<file path="config.mk">
export PLATFORM = sky130hd
export DESIGN_NAME = ctrl_pipeline_unit_flat
export DESIGN_NICKNAME = d
export VERILOG_FILES = /design/src/rtl/ctrl_pipeline_unit_if.sv /design/src/rtl/ctrl_pipeline_unit.sv /design/src/flat_wrapper.sv
export SDC_FILE = /design/constraint.sdc
export NUM_CORES = 1
export LEC_CHECK = 0
export BUFFER_PORTS_ARGS = -buffer_cell sky130_fd_sc_hd__buf_2
export CAP_MARGIN = 10
export CORE_MARGIN = 1
export CORE_UTILIZATION = 40
export CTS_CLUSTER_DIAMETER = 120
export DETAILED_ROUTE_END_ITERATION = 8
export PLACE_DENSITY_LB_ADDON = 0.05
export SETUP_SLACK_MARGIN = 0.1
export SKIP_LAST_GASP = 1
export SLEW_MARGIN = 30
export SYNTH_ARGS = -nofsm -noshare
export SYNTH_HDL_FRONTEND = slang
export SYNTH_SLANG_ARGS = --single-unit
</file>
<file path="constraint.sdc">
create_clock -name clk -period 4.7 [get_ports clk]
set_input_delay 1.175 -clock clk [delete_from_list [all_inputs] [get_ports clk]]
set_output_delay 1.175 -clock clk [all_outputs]
set_load 0.01 [all_outputs]
</file>
<file path="src/rtl/ctrl_pipeline_unit_if.sv">
// ============================================================================
// ctrl_pipeline_unit_if : IF/ID fields in, staged control bundles out.
// Optional ports under ILLEGAL_OP_TRAP_EN.  Rev 2.0
// ============================================================================
`default_nettype none

interface ctrl_pipeline_if #(
   parameter int REG_ADDR_W = 5
);
   logic                  hold;
   logic                  ex_flush;
   logic                  id_valid;
   logic [6:0]            id_opcode;
   logic [REG_ADDR_W-1:0] id_rs1;
   logic [REG_ADDR_W-1:0] id_rs2;
   logic [REG_ADDR_W-1:0] id_rd;

   logic                  stall_id;

   logic                  ex_valid;
   logic [2:0]            ex_immSel;
   logic [1:0]            ex_ALUop;
   logic                  ex_ALUSrcA;
   logic                  ex_ALUSrcB;
   logic                  ex_branch;
   logic                  ex_jump;
   logic                  ex_jalr;
   logic                  ex_memRead;
   logic                  ex_memWrite;
   logic [1:0]            ex_wbSel;
   logic                  ex_regWrite;
   logic [REG_ADDR_W-1:0] ex_rd;

   logic                  mem_valid;
   logic                  mem_memRead;
   logic                  mem_memWrite;
   logic [1:0]            mem_wbSel;
   logic                  mem_regWrite;
   logic [REG_ADDR_W-1:0] mem_rd;

   logic                  wb_valid;
   logic [1:0]            wb_wbSel;
   logic                  wb_regWrite;
   logic [REG_ADDR_W-1:0] wb_rd;

`ifdef ILLEGAL_OP_TRAP_EN
   logic                  illegal_op;
   logic [6:0]            illegal_opcode;
`endif

   modport slave (
      input  hold, ex_flush, id_valid, id_opcode, id_rs1, id_rs2, id_rd,
      output stall_id,
      output ex_valid, ex_immSel, ex_ALUop, ex_ALUSrcA, ex_ALUSrcB, ex_branch,
             ex_jump, ex_jalr, ex_memRead, ex_memWrite, ex_wbSel, ex_regWrite, ex_rd,
      output mem_valid, mem_memRead, mem_memWrite, mem_wbSel, mem_regWrite, mem_rd,
      output wb_valid, wb_wbSel, wb_regWrite, wb_rd
`ifdef ILLEGAL_OP_TRAP_EN
      , output illegal_op, illegal_opcode
`endif
   );

   modport master (
      output hold, ex_flush, id_valid, id_opcode, id_rs1, id_rs2, id_rd,
      input  stall_id,
      input  ex_valid, ex_immSel, ex_ALUop, ex_ALUSrcA, ex_ALUSrcB, ex_branch,
             ex_jump, ex_jalr, ex_memRead, ex_memWrite, ex_wbSel, ex_regWrite, ex_rd,
      input  mem_valid, mem_memRead, mem_memWrite, mem_wbSel, mem_regWrite, mem_rd,
      input  wb_valid, wb_wbSel, wb_regWrite, wb_rd
`ifdef ILLEGAL_OP_TRAP_EN
      , input illegal_op, illegal_opcode
`endif
   );
endinterface

`default_nettype wire

</file>
<file path="src/rtl/ctrl_pipeline_unit.sv">
// ============================================================================
// ctrl_pipeline_unit : RV32I main control, ID/EX/MEM/WB bundles, load-use stall,
// flush and hold.  Optional trap: ILLEGAL_OP_TRAP_EN.  Rev 2.0
// ============================================================================
`default_nettype none

module ctrl_pipeline_unit #(
   parameter int REG_ADDR_W    = 5,
   parameter bit HAZARD_DETECT = 1'b1
) (
   input  logic           clk,
   input  logic           rst,
   ctrl_pipeline_if.slave bus_io
);

   localparam logic [6:0] c_OP_R     = 7'b0110011;
   localparam logic [6:0] c_OP_IALU  = 7'b0010011;
   localparam logic [6:0] c_OP_LW    = 7'b0000011;
   localparam logic [6:0] c_OP_SW    = 7'b0100011;
   localparam logic [6:0] c_OP_BR    = 7'b1100011;
   localparam logic [6:0] c_OP_JAL   = 7'b1101111;
   localparam logic [6:0] c_OP_JALR  = 7'b1100111;
   localparam logic [6:0] c_OP_LUI   = 7'b0110111;
   localparam logic [6:0] c_OP_AUIPC = 7'b0010111;

   localparam logic [2:0] c_IMM_I = 3'b000;
   localparam logic [2:0] c_IMM_S = 3'b001;
   localparam logic [2:0] c_IMM_B = 3'b010;
   localparam logic [2:0] c_IMM_J = 3'b011;
   localparam logic [2:0] c_IMM_U = 3'b100;

   localparam logic [1:0] c_ALU_SUB = 2'b01;
   localparam logic [1:0] c_ALU_R   = 2'b10;
   localparam logic [1:0] c_ALU_I   = 2'b11;

   localparam logic [1:0] c_WB_MEM = 2'b01;
   localparam logic [1:0] c_WB_PC4 = 2'b10;

   typedef struct packed {
      logic                  valid;
      logic [2:0]            imm_sel;
      logic [1:0]            alu_op;
      logic                  src_a;
      logic                  src_b;
      logic                  branch;
      logic                  jump;
      logic                  jalr;
      logic                  mem_read;
      logic                  mem_write;
      logic [1:0]            wb_sel;
      logic                  reg_write;
      logic [REG_ADDR_W-1:0] rd;
   } idex_t;

   typedef struct packed {
      logic                  valid;
      logic                  mem_read;
      logic                  mem_write;
      logic [1:0]            wb_sel;
      logic                  reg_write;
      logic [REG_ADDR_W-1:0] rd;
   } exmem_t;

   typedef struct packed {
      logic                  valid;
      logic [1:0]            wb_sel;
      logic                  reg_write;
      logic [REG_ADDR_W-1:0] rd;
   } memwb_t;

   idex_t  dec;
   idex_t  ex_d, ex_q;
   exmem_t mem_d, mem_q;
   memwb_t wb_d, wb_q;
   logic   known;
   logic   uses_rs2;
   logic   hazard;
   logic   stall;

   always_comb begin
      dec      = '0;
      known    = 1'b1;
      uses_rs2 = 1'b0;
      case (bus_io.id_opcode)
         c_OP_R: begin
            dec.alu_op    = c_ALU_R;
            dec.reg_write = 1'b1;
            uses_rs2      = 1'b1;
         end
         c_OP_IALU: begin
            dec.imm_sel   = c_IMM_I;
            dec.alu_op    = c_ALU_I;
            dec.src_b     = 1'b1;
            dec.reg_write = 1'b1;
         end
         c_OP_LW: begin
            dec.imm_sel   = c_IMM_I;
            dec.src_b     = 1'b1;
            dec.mem_read  = 1'b1;
            dec.wb_sel    = c_WB_MEM;
            dec.reg_write = 1'b1;
         end
         c_OP_SW: begin
            dec.imm_sel   = c_IMM_S;
            dec.src_b     = 1'b1;
            dec.mem_write = 1'b1;
            uses_rs2      = 1'b1;
         end
         c_OP_BR: begin
            dec.imm_sel   = c_IMM_B;
            dec.alu_op    = c_ALU_SUB;
            dec.branch    = 1'b1;
            uses_rs2      = 1'b1;
         end
         c_OP_JAL: begin
            dec.imm_sel   = c_IMM_J;
            dec.src_a     = 1'b1;
            dec.jump      = 1'b1;
            dec.wb_sel    = c_WB_PC4;
            dec.reg_write = 1'b1;
         end
         c_OP_JALR: begin
            dec.imm_sel   = c_IMM_I;
            dec.src_b     = 1'b1;
            dec.jump      = 1'b1;
            dec.jalr      = 1'b1;
            dec.wb_sel    = c_WB_PC4;
            dec.reg_write = 1'b1;
         end
         c_OP_LUI: begin
            dec.imm_sel   = c_IMM_U;
            dec.src_b     = 1'b1;
            dec.reg_write = 1'b1;
         end
         c_OP_AUIPC: begin
            dec.imm_sel   = c_IMM_U;
            dec.src_a     = 1'b1;
            dec.src_b     = 1'b1;
            dec.reg_write = 1'b1;
         end
         default: known = 1'b0;
      endcase
      dec.rd = bus_io.id_rd;
      // x0 is never a real write target
      if (bus_io.id_rd == '0) begin
         dec.reg_write = 1'b0;
      end
      if (!bus_io.id_valid || !known) begin
         dec = '0;
      end else begin
         dec.valid = 1'b1;
      end
   end

   if (HAZARD_DETECT) begin : g_hazard_on
      assign hazard = bus_io.id_valid && ex_q.valid && ex_q.mem_read && (ex_q.rd != '0) &&
                      ((ex_q.rd == bus_io.id_rs1) || (uses_rs2 && (ex_q.rd == bus_io.id_rs2)));
   end else begin : g_hazard_off
      assign hazard = 1'b0;
   end

   // Flush and hold both suppress the stall: the ID instruction is either dead or frozen.
   assign stall = hazard && !rst && !bus_io.hold && !bus_io.ex_flush;

   always_comb begin
      ex_d  = ex_q;
      mem_d = mem_q;
      wb_d  = wb_q;
      if (!bus_io.hold) begin
         ex_d            = (bus_io.ex_flush || stall) ? '0 : dec;
         mem_d.valid     = ex_q.valid;
         mem_d.mem_read  = ex_q.mem_read;
         mem_d.mem_write = ex_q.mem_write;
         mem_d.wb_sel    = ex_q.wb_sel;
         mem_d.reg_write = ex_q.reg_write;
         mem_d.rd        = ex_q.rd;
         wb_d.valid      = mem_q.valid;
         wb_d.wb_sel     = mem_q.wb_sel;
         wb_d.reg_write  = mem_q.reg_write;
         wb_d.rd         = mem_q.rd;
      end
   end

   always_ff @(posedge clk) begin
      if (rst) begin
         ex_q  <= '0;
         mem_q <= '0;
         wb_q  <= '0;
      end else begin
         ex_q  <= ex_d;
         mem_q <= mem_d;
         wb_q  <= wb_d;
      end
   end

   assign bus_io.stall_id     = stall;
   assign bus_io.ex_valid     = ex_q.valid;
   assign bus_io.ex_immSel    = ex_q.imm_sel;
   assign bus_io.ex_ALUop     = ex_q.alu_op;
   assign bus_io.ex_ALUSrcA   = ex_q.src_a;
   assign bus_io.ex_ALUSrcB   = ex_q.src_b;
   assign bus_io.ex_branch    = ex_q.branch;
   assign bus_io.ex_jump      = ex_q.jump;
   assign bus_io.ex_jalr      = ex_q.jalr;
   assign bus_io.ex_memRead   = ex_q.mem_read;
   assign bus_io.ex_memWrite  = ex_q.mem_write;
   assign bus_io.ex_wbSel     = ex_q.wb_sel;
   assign bus_io.ex_regWrite  = ex_q.reg_write;
   assign bus_io.ex_rd        = ex_q.rd;
   assign bus_io.mem_valid    = mem_q.valid;
   assign bus_io.mem_memRead  = mem_q.mem_read;
   assign bus_io.mem_memWrite = mem_q.mem_write;
   assign bus_io.mem_wbSel    = mem_q.wb_sel;
   assign bus_io.mem_regWrite = mem_q.reg_write;
   assign bus_io.mem_rd       = mem_q.rd;
   assign bus_io.wb_valid     = wb_q.valid;
   assign bus_io.wb_wbSel     = wb_q.wb_sel;
   assign bus_io.wb_regWrite  = wb_q.reg_write;
   assign bus_io.wb_rd        = wb_q.rd;

`ifdef ILLEGAL_OP_TRAP_EN
   logic       illegal_q;
   logic [6:0] illegal_opcode_q;

   // Sticky first-offender capture; only reset clears it.
   always_ff @(posedge clk) begin
      if (rst) begin
         illegal_q        <= 1'b0;
         illegal_opcode_q <= '0;
      end else if (!bus_io.hold && !bus_io.ex_flush && bus_io.id_valid && !known && !illegal_q) begin
         illegal_q        <= 1'b1;
         illegal_opcode_q <= bus_io.id_opcode;
      end
   end

   assign bus_io.illegal_op     = illegal_q;
   assign bus_io.illegal_opcode = illegal_opcode_q;
`endif

endmodule

`default_nettype wire

</file>
<file path="src/flat_wrapper.sv">
// flat-port wrapper written by rule: the top's interface ports become plain ports
module ctrl_pipeline_unit_flat 
#(
   parameter int REG_ADDR_W    = 5,
   parameter bit HAZARD_DETECT = 1'b1
)
  (clk, rst, bus_io_hold, bus_io_ex_flush, bus_io_id_valid, bus_io_id_opcode, bus_io_id_rs1, bus_io_id_rs2, bus_io_id_rd, bus_io_stall_id, bus_io_ex_valid, bus_io_ex_immSel, bus_io_ex_ALUop, bus_io_ex_ALUSrcA, bus_io_ex_ALUSrcB, bus_io_ex_branch, bus_io_ex_jump, bus_io_ex_jalr, bus_io_ex_memRead, bus_io_ex_memWrite, bus_io_ex_wbSel, bus_io_ex_regWrite, bus_io_ex_rd, bus_io_mem_valid, bus_io_mem_memRead, bus_io_mem_memWrite, bus_io_mem_wbSel, bus_io_mem_regWrite, bus_io_mem_rd, bus_io_wb_valid, bus_io_wb_wbSel, bus_io_wb_regWrite, bus_io_wb_rd);
  ctrl_pipeline_if #(.REG_ADDR_W(REG_ADDR_W)) bus_io_i ();
  input  logic clk;
  input  logic rst;
  input wire logic [$bits(bus_io_i.hold)-1:0] bus_io_hold;
  input wire logic [$bits(bus_io_i.ex_flush)-1:0] bus_io_ex_flush;
  input wire logic [$bits(bus_io_i.id_valid)-1:0] bus_io_id_valid;
  input wire logic [$bits(bus_io_i.id_opcode)-1:0] bus_io_id_opcode;
  input wire logic [$bits(bus_io_i.id_rs1)-1:0] bus_io_id_rs1;
  input wire logic [$bits(bus_io_i.id_rs2)-1:0] bus_io_id_rs2;
  input wire logic [$bits(bus_io_i.id_rd)-1:0] bus_io_id_rd;
  output wire logic [$bits(bus_io_i.stall_id)-1:0] bus_io_stall_id;
  output wire logic [$bits(bus_io_i.ex_valid)-1:0] bus_io_ex_valid;
  output wire logic [$bits(bus_io_i.ex_immSel)-1:0] bus_io_ex_immSel;
  output wire logic [$bits(bus_io_i.ex_ALUop)-1:0] bus_io_ex_ALUop;
  output wire logic [$bits(bus_io_i.ex_ALUSrcA)-1:0] bus_io_ex_ALUSrcA;
  output wire logic [$bits(bus_io_i.ex_ALUSrcB)-1:0] bus_io_ex_ALUSrcB;
  output wire logic [$bits(bus_io_i.ex_branch)-1:0] bus_io_ex_branch;
  output wire logic [$bits(bus_io_i.ex_jump)-1:0] bus_io_ex_jump;
  output wire logic [$bits(bus_io_i.ex_jalr)-1:0] bus_io_ex_jalr;
  output wire logic [$bits(bus_io_i.ex_memRead)-1:0] bus_io_ex_memRead;
  output wire logic [$bits(bus_io_i.ex_memWrite)-1:0] bus_io_ex_memWrite;
  output wire logic [$bits(bus_io_i.ex_wbSel)-1:0] bus_io_ex_wbSel;
  output wire logic [$bits(bus_io_i.ex_regWrite)-1:0] bus_io_ex_regWrite;
  output wire logic [$bits(bus_io_i.ex_rd)-1:0] bus_io_ex_rd;
  output wire logic [$bits(bus_io_i.mem_valid)-1:0] bus_io_mem_valid;
  output wire logic [$bits(bus_io_i.mem_memRead)-1:0] bus_io_mem_memRead;
  output wire logic [$bits(bus_io_i.mem_memWrite)-1:0] bus_io_mem_memWrite;
  output wire logic [$bits(bus_io_i.mem_wbSel)-1:0] bus_io_mem_wbSel;
  output wire logic [$bits(bus_io_i.mem_regWrite)-1:0] bus_io_mem_regWrite;
  output wire logic [$bits(bus_io_i.mem_rd)-1:0] bus_io_mem_rd;
  output wire logic [$bits(bus_io_i.wb_valid)-1:0] bus_io_wb_valid;
  output wire logic [$bits(bus_io_i.wb_wbSel)-1:0] bus_io_wb_wbSel;
  output wire logic [$bits(bus_io_i.wb_regWrite)-1:0] bus_io_wb_regWrite;
  output wire logic [$bits(bus_io_i.wb_rd)-1:0] bus_io_wb_rd;
  assign bus_io_i.hold = bus_io_hold;
  assign bus_io_i.ex_flush = bus_io_ex_flush;
  assign bus_io_i.id_valid = bus_io_id_valid;
  assign bus_io_i.id_opcode = bus_io_id_opcode;
  assign bus_io_i.id_rs1 = bus_io_id_rs1;
  assign bus_io_i.id_rs2 = bus_io_id_rs2;
  assign bus_io_i.id_rd = bus_io_id_rd;
  assign bus_io_stall_id = bus_io_i.stall_id;
  assign bus_io_ex_valid = bus_io_i.ex_valid;
  assign bus_io_ex_immSel = bus_io_i.ex_immSel;
  assign bus_io_ex_ALUop = bus_io_i.ex_ALUop;
  assign bus_io_ex_ALUSrcA = bus_io_i.ex_ALUSrcA;
  assign bus_io_ex_ALUSrcB = bus_io_i.ex_ALUSrcB;
  assign bus_io_ex_branch = bus_io_i.ex_branch;
  assign bus_io_ex_jump = bus_io_i.ex_jump;
  assign bus_io_ex_jalr = bus_io_i.ex_jalr;
  assign bus_io_ex_memRead = bus_io_i.ex_memRead;
  assign bus_io_ex_memWrite = bus_io_i.ex_memWrite;
  assign bus_io_ex_wbSel = bus_io_i.ex_wbSel;
  assign bus_io_ex_regWrite = bus_io_i.ex_regWrite;
  assign bus_io_ex_rd = bus_io_i.ex_rd;
  assign bus_io_mem_valid = bus_io_i.mem_valid;
  assign bus_io_mem_memRead = bus_io_i.mem_memRead;
  assign bus_io_mem_memWrite = bus_io_i.mem_memWrite;
  assign bus_io_mem_wbSel = bus_io_i.mem_wbSel;
  assign bus_io_mem_regWrite = bus_io_i.mem_regWrite;
  assign bus_io_mem_rd = bus_io_i.mem_rd;
  assign bus_io_wb_valid = bus_io_i.wb_valid;
  assign bus_io_wb_wbSel = bus_io_i.wb_wbSel;
  assign bus_io_wb_regWrite = bus_io_i.wb_regWrite;
  assign bus_io_wb_rd = bus_io_i.wb_rd;
  ctrl_pipeline_unit #(.REG_ADDR_W(REG_ADDR_W), .HAZARD_DETECT(HAZARD_DETECT)) u_core (.clk(clk), .rst(rst), .bus_io(bus_io_i));
endmodule
</file>
# --- Yosys cells after proc, flatten, opt, wreduce, memory -nomap -nowiden ---
# Index checks and enable logic that the tools add are counted.
word_totals:
  elab_cells: 76
  out_inout_bits: 42
  reg_bits: 41
classes:
  reduce_logical: 25
  mux: 17
  eq_ne: 11
op_table:
  columns: ["operator", "count"]
  rows:
  - ["$eq 7x6->1 const B", 3]
  - ["$eq 7x7->1 const B", 3]
  - ["$mux 21", 1]
  - ["$mux 20", 1]
  - ["$eq 7x5->1 const B", 2]
  - ["$mux 1", 12]
  - ["$pmux 3 s4", 1]
  - ["$eq 5x5->1", 2]
  - ["$reduce_or 9->1", 1]
  - ["$logic_and 1x1->1", 8]
  - ["$eq 7x2->1 const B", 1]
  - ["$reduce_or 7->1", 1]
  - ["$pmux 2 s3", 1]
  - ["$reduce_or 2->1", 3]
  - ["$reduce_or 6->1", 1]
  - ["$logic_not 1->1", 5]
  - ["$logic_not 5->1", 1]
  - ["$reduce_bool 5->1", 1]
  - ["$pmux 2 s2", 1]
  - ["$logic_or 1x1->1", 3]
  - ["$reduce_or 3->1", 1]

# --- Longest topological paths before layout ---
# Gate-level depths: netlist (run 1).
depth:
  word_depth: 11
  ltp_mapped: 8
  mapped_depth_nobuf: 5

# --- Least setup slack after synthesis (run 1) ---
# OpenSTA, ideal clock, no wires.
synth_timing:
  path_type: "input port to output port"
  start: "input bus_io_hold"
  end: "output bus_io_stall_id"
  stages: 5
  arrival_ns: 2.290
  setup_slack_ns: 1.235
  cell_sequence: "or3b_2 nor2_1 o221ai_2 buf_6 nor2_1"
synth_between:
  elab_chain_len: 3
synth_rtl:
  columns: ["item", "line", "rtl"]
  rows:
  - ["from (decl)", "flat_wrapper.sv:11", "input wire logic [$bits(bus_io_i.hold)-1:0] bus_io_hold;"]
  - ["$logic_not 1->1", "ctrl_pipeline_unit.sv:163", "assign stall = hazard && !rst && !bus_io.hold && !bus_io.ex_flush;"]
  - ["$logic_and 1x1->1 (2 in series)", "ctrl_pipeline_unit.sv:163", null]
  - ["to (decl)", "flat_wrapper.sv:18", "output wire logic [$bits(bus_io_i.stall_id)-1:0] bus_io_stall_id;"]
# No other way between the ends.

# --- Worst setup path after layout (run 1) ---
# Same ends and word-level chain as after synthesis.

==> results of run 1 <==
-- synth_stat cells --
master,instances,share of area (%)
dfxtp_1,39,45
nor2_1,28,6.1
mux2i_1,19,11
nand2_1,14,3.0
a32o_1,8,4.6
clkbuf_1,7,1.5
xor2_1,7,3.5
o21ai_0,6,1.7
nor2b_1,5,1.8
nor3_1,5,1.4
buf_2,4,1.2
nand3_1,4,1.2
o31ai_1,4,1.7
xnor2_1,4,2.0
a21oi_1,3,0.87
a22o_2,3,1.7
nor4_1,3,1.1
buf_4,2,0.87
buf_6,2,1.3
nand2b_1,2,0.72
or4_1,2,0.87
a21boi_0,1,0.43
a22o_1,1,0.51
a32oi_1,1,0.51
and2_0,1,0.36
and3_1,1,0.36
and4_1,1,0.51
buf_1,1,0.22
inv_1,1,0.22
nor3_4,1,0.94
o211ai_1,1,0.43
o221a_2,1,0.65
o221ai_2,1,0.87
or3b_2,1,0.51
-- layout make-up --
| type | instances | area share [%] |
|---|---|---|
| multi-input combinational | 128 | 40.04 |
| sequential | 39 | 36.47 |
| timing repair buffer | 70 | 16.60 |
| clock buffer | 7 | 3.565 |
| tap | 50 | 2.922 |
| clock inverter | 1 | 0.2338 |
| inverter | 1 | 0.1753 |
-- critical path: stages --
cell and delay, ps:
buf_2 280, or3b_2 580, nor2_1 230, o221ai_2 140
buf_4 200, nor2_1 90, buf_2 130
-- power breakdown --
group | total, W | internal, W | switching, W
Clock | 0.000213 | 0.000104 | 0.000109
Combinational | 0.0000463 | 0.0000196 | 0.0000268
Sequential | 0.000331 | 0.000331 | 0.000000497
Total | 0.000590 | 0.000454 | 0.000136
-- cells by family after synthesis --
kind of cell / count (synthesis) / share of synthesized area (%)
DFF: 39 / 45.15
muxes: 19 / 11.00
buffers and inverters: 17 / 5.282
xor gates and xnor gates: 11 / 5.571
AOI/OAI and AO/OA: 30 / 14.11
and+or+nand+nor: 68 / 18.89
-- cells in the final DEF, fill, tap and decap left out, types with 6 or more instances in the layout --
| cell | count |
|---|---|
| dfxtp_1 | 39 |
| o21ai_0 | 6 |
| buf_2 | 68 |
| a32o_1 | 8 |
| nand2_1 | 14 |
| nor2_1 | 28 |
| mux2i_1 | 19 |
| xor2_1 | 7 |
-- state kept, by name, indices dropped and copies added, names as in the netlist --
signal and flops:
u_core.bus_io.wb_regWrite 1, u_core.bus_io.ex_rd 5, u_core.bus_io.mem_memWrite 1, u_core.bus_io.ex_wbSel 2
u_core.bus_io.ex_branch 1, u_core.bus_io.ex_ALUop 2, u_core.bus_io.wb_rd 5, u_core.bus_io.ex_jump 1
u_core.bus_io.mem_regWrite 1, u_core.bus_io.mem_wbSel 2, u_core.bus_io.ex_valid 1, u_core.bus_io.ex_ALUSrcA 1
u_core.bus_io.ex_memWrite 1, u_core.bus_io.mem_rd 5, u_core.bus_io.mem_valid 1, u_core.bus_io.ex_immSel 3
u_core.bus_io.ex_regWrite 1, u_core.bus_io.ex_ALUSrcB 1, u_core.bus_io.wb_valid 1, u_core.bus_io.ex_jalr 1
u_core.bus_io.wb_wbSel 2
-- metal layers --
metal	global-route usage (%)	up-vias	routed length, um
met5	0	-	0
met4	7.181	0	42
met3	5.574	4	210
met2	28.34	50	1741
met1	24.92	662	1952
li1	-	778	-
-- per-stage QoR --
stage	setup WS [ps]	instance area, um^2	instances
global route	625.2	2141	296
floorplan	1235	1729	184
detailed placement	743.8	2059	288
finish	689.8	2141	296
CTS	691.8	2141	296
global placement	788.1	2059	288
-- final timing paths --
check / cells past startpoint / end / start / slack, ps
hold / removal: 2 / u_core.bus_io.ex_immSel[0]$_SDFFE_PP0N_ / u_core.bus_io.ex_immSel[0]$_SDFFE_PP0N_ / 450
hold reg to reg: 2 / u_core.bus_io.ex_immSel[0]$_SDFFE_PP0N_ / u_core.bus_io.ex_immSel[0]$_SDFFE_PP0N_ / 450
setup reg to reg: 6 / u_core.bus_io.ex_rd[4]$_SDFFE_PP0N_ / u_core.bus_io.ex_rd[4]$_SDFFE_PP0N_ / 2720
setup / recovery: 7 / bus_io_stall_id / bus_io_hold / 690
==> run metrics, run 1 <==
pwr/cell area about 280 nW/um^2; CTS buffer count 5; Final Hold Vio Count 0; Diodes inserted 0; largest net degree at the start of global routing 22; fillers 397; Reg area about 800 um^2; Multi-input gate area approximately 860 um^2; setup bufs post-CTS 0; Max-Cap Viols 0; crit path DAT ~2800 ps; Root Buffer clkbuf_8; Final Max Tran Viols 0; Mean Syn Cell Area around 9.4 um^2; htree depth 2; DR pass1 iterations 4; Pleak ~1.0 nW; gpl congestion roughly 0.85; peak supply drop about 140 uV; vias ~1,500; Clock transition at path regs around 70 ps; Worst slew margin between 50% and 60%; die width between 60 and 70 um; skew final 4.145 ps; Post-Syn Instances about 180; DR iter-0 viols just under 70; startpoint class of the critical path input port; share of cells above drive strength 1 33.74%; Tightest Pin Transition just over 600 ps; HPWL Detailed between 2 and 3 mm; register area share after synthesis 45.15%; Power Total 0.0005904 W; clock sinks 39; flops & latches, synth 39; Post-Syn Nets between 200 and 250; vias per inst 5.047; Hold-fix buffers, CTS 0; first-pass GRT wire length approximately 6.3 mm; Core Footprint 4086 um^2; period utilization between 80% and 90%; minimum clock period roughly 4000 ps; Initial Util between 40 and 50%; CP Capture Type primary output; Netlist cell types 34; # rows 23; Min-Delay Path Class reg -> reg; GRT overflow 0; Buffers on Ports just under 70; worst-path fanout max 21; final hold slack 448.1 ps; Fin Setup TNS 0 ps; Final Util a little over half; clk_lat worst skew roughly 280 ps; initial antenna violation count 0; gr usage total about a fifth; wire per inst between 10 and 15 um; chip height between 60 and 70 um; die area roughly 4600 um^2; area grow syn2layout 23.81%; Fmax roughly 250 MHz; Final ANT Viol Nets 0; CTS Buffer Depth 2; WP data required 3520 ps; Crit Path Class in -> out; DRT Wirelength around 3.9 mm; TritonCTS clock tree yes; remaining routing DRC violations 0; unrepaired setup endpoints after global routing no; status complete, no violations; Yosys warning count 0; endpoints failing setup 0; cell area after synthesis between 1500 and 2000 um^2; post-CTS sizing 0; number of global-route vias before repair ~1,300; Final #Nets ~270; IO Pins 69
(Power assumes the default switching activity.)
==> run 2, diff against run 1 <==
--- a/config.mk
+++ b/config.mk
@@ -7,11 +7,13 @@
 export LEC_CHECK = 0
 export BUFFER_PORTS_ARGS = -buffer_cell sky130_fd_sc_hd__buf_2
 export CAP_MARGIN = 10
+export CORE_ASPECT_RATIO = 0.8
 export CORE_MARGIN = 1
 export CORE_UTILIZATION = 40
 export CTS_CLUSTER_DIAMETER = 120
 export DETAILED_ROUTE_END_ITERATION = 8
 export PLACE_DENSITY_LB_ADDON = 0.05
+export REMOVE_ABC_BUFFERS = 1
 export SETUP_SLACK_MARGIN = 0.1
 export SKIP_LAST_GASP = 1
 export SLEW_MARGIN = 30
==> run 2 against run 1 <==
Sequential power about the same; largest cell class unchanged; final cell count up 1.7%; critical path type unchanged; power up 12%; non-clock buffer count unchanged; critical endpoint unchanged.
==> run metrics, run 2 (synthesized netlist as in run 1, its figures left out) <==
CP Capture Type primary output; Final #Nets between 200 and 300; crit-path max cell delay 530 ps; setup bufs post-CTS 0; most common cell after layout, fill and taps aside buf_2; unrepaired setup endpoints after global routing no; TritonCTS clock tree yes; Flop pwr share around half; Post-DP Area about 2100 um^2; Comb pwr share under 10%; Worst slew margin between 50% and 60%; die area between 4000 and 5000 um^2; gr usage total 18.42%; chip height 60.81 um; worst r2r src u_core.bus_io.ex_rd[4]$_SDFFE_PP0N_; CTS buffer count 5; Final Hold Vio Count 0; Crit Path Class in -> out; Initial Util between 40% and 50%; startpoint class of the critical path input port; DR pass1 iterations 5; gpl congestion roughly 0.86; vias between 1,500 and 2,000; largest net degree at the start of global routing 22; initial antenna violation count 0; Sw Ratio a little over 20%; GRT overflow 0; Fmax roughly 260 MHz; Worst Reg-to-Reg Cells 5; CP Buf/Inv Count 2; remaining routing DRC violations 0; status complete, no violations; Final Max Tran Viols 0; number of global-route vias before repair about 1,300; # rows 20; Multi-input gate area roughly 860 um^2; clk_lat worst skew around 280 ps; htree depth 2; Tightest Pin Transition between 600 and 700 ps; worst setup path start rst; DRT Wirelength between 3 and 4 mm; Worst path slowest cell or3b_2; Int Pwr 0.0005222 W; Reg area about 800 um^2; HPWL Detailed between 2 and 3 mm; Net Switching around 0.00014 W; wire per inst between 10 and 15 um; area grow syn2layout 26.27%; Final ANT Viol Nets 0; CTS Buffer Depth 2; period utilization between 80 and 90%; share of cells above drive strength 1 between 30% and 40%; Pleak 1.060 nW; minimum clock period around 3900 ps; WP data required between 3000 and 4000 ps; Root Buffer clkbuf_8; first-pass GRT wire length slightly above 6 mm; Buffers on Ports 68; crit path DAT about 2700 ps; Clk pwr share a little over two fifths; Cells after DPL between 200 and 300; Setup crit end bus_io_stall_id; skew final approximately 3.9 ps; final hold slack roughly 450 ps; worst-path fanout max 21; clock sinks 39; endpoints failing setup 0; Levels on crit path 6; critical path, cell by cell buf_2 -> or3b_2 -> nor2_1 -> o221ai_2 -> nor2_1 -> buf_2; R2R Path End u_core.bus_io.ex_rd[1]$_SDFFE_PP0N_; Top Family by Delay on Critical Path simple AND/OR/NAND/NOR gates; Final Instance Area 2183 um^2; vias per inst a little over 5; most frequent cells in the layout 68 x buf_2, 39 x dfxtp_1, 28 x nor2_1; Min-Delay Path Class reg -> reg; Max-Cap Viols 0; Diodes inserted 0; Core Footprint about 4000 um^2; IO Pins 69; Hold-fix buffers, CTS 0; fillers ~380; Clock transition at path regs ~70 ps; post-CTS sizing 0; Fin Setup TNS 0 ps; die width ~76 um; DR iter-0 viols 69; peak supply drop between 150 and 200 uV; Post-Layout Cell Count about 300; pwr/cell area 301.6 nW/um^2; worst reg2reg setup slack ~2800 ps
run 2: metrics by stage:
step	util [%]	setup slack [ps]	power [W]
6_report	55.22	818.2	0.0006585
5_1_grt	55.22	666.5	0.0006864
4_1_cts	55.22	809.6	0.0006663
3_5_place_dp	52.25	826.0	0.0003864
3_3_place_gp	52.25	865.5	0.0003857
2_1_floorplan	-	1255	0.0003577
run 2: layer usage:
metal	GRT usage (%)	vias up	part of all wire [%]
li1	-	770	-
met1	25.82	691	50
met2	27.81	63	43
met5	0	-	0
met4	5.556	0	0.38
met3	4.983	2	6.6
run 2: final cells by class:
type	instances	share of cell area (%)
Clock buffer	6	3.782
Clock inverter	2	1.605
Inverter	1	0.1719
Multi-Input combinational cell	128	39.26
Sequential cell	39	35.76
Tap cell	55	3.152
Timing Repair Buffer	70	16.28
run 2: worst min path at each step:
stage / from / endpoint / slack (ps) / cells after the start
CTS: u_core.bus_io.ex_jalr$_SDFFE_PP0N_ / u_core.bus_io.ex_jalr$_SDFFE_PP0N_ / 460 / 2
detailed placement: u_core.bus_io.ex_jalr$_SDFFE_PP0N_ / u_core.bus_io.ex_jalr$_SDFFE_PP0N_ / 440 / 2
global placement: u_core.bus_io.ex_immSel[0]$_SDFFE_PP0N_ / u_core.bus_io.ex_immSel[0]$_SDFFE_PP0N_ / 430 / 2
global route: u_core.bus_io.ex_ALUop[1]$_SDFFE_PP0N_ / u_core.bus_io.ex_ALUop[1]$_SDFFE_PP0N_ / 470 / 2
finish: u_core.bus_io.ex_jalr$_SDFFE_PP0N_ / u_core.bus_io.ex_jalr$_SDFFE_PP0N_ / 450 / 2
floorplan: u_core.bus_io.ex_branch$_SDFFE_PP0N_ / u_core.bus_io.ex_branch$_SDFFE_PP0N_ / 480 / 2
run 2: tightest hold or removal path: cells and delay by family (launching register included):
kind,cells,cell delay (ps)
and+or+nand+nor,1,50
AOI/OAI and AO/OA,1,50
DFF,1,320
run 2: power by group through the flow:
| stage | Combinational (W) | Clock (W) | Sequential (W) |
|---|---|---|---|
| final | 0.0000480 | 0.000279 | 0.000331 |
| after global routing | 0.0000526 | 0.000303 | 0.000331 |
| after CTS | 0.0000477 | 0.000288 | 0.000331 |
| after detailed placement | 0.0000476 | 0 | 0.000339 |
| after global placement | 0.0000470 | 0 | 0.000339 |
| after floorplan | 0.0000189 | 0 | 0.000339 |
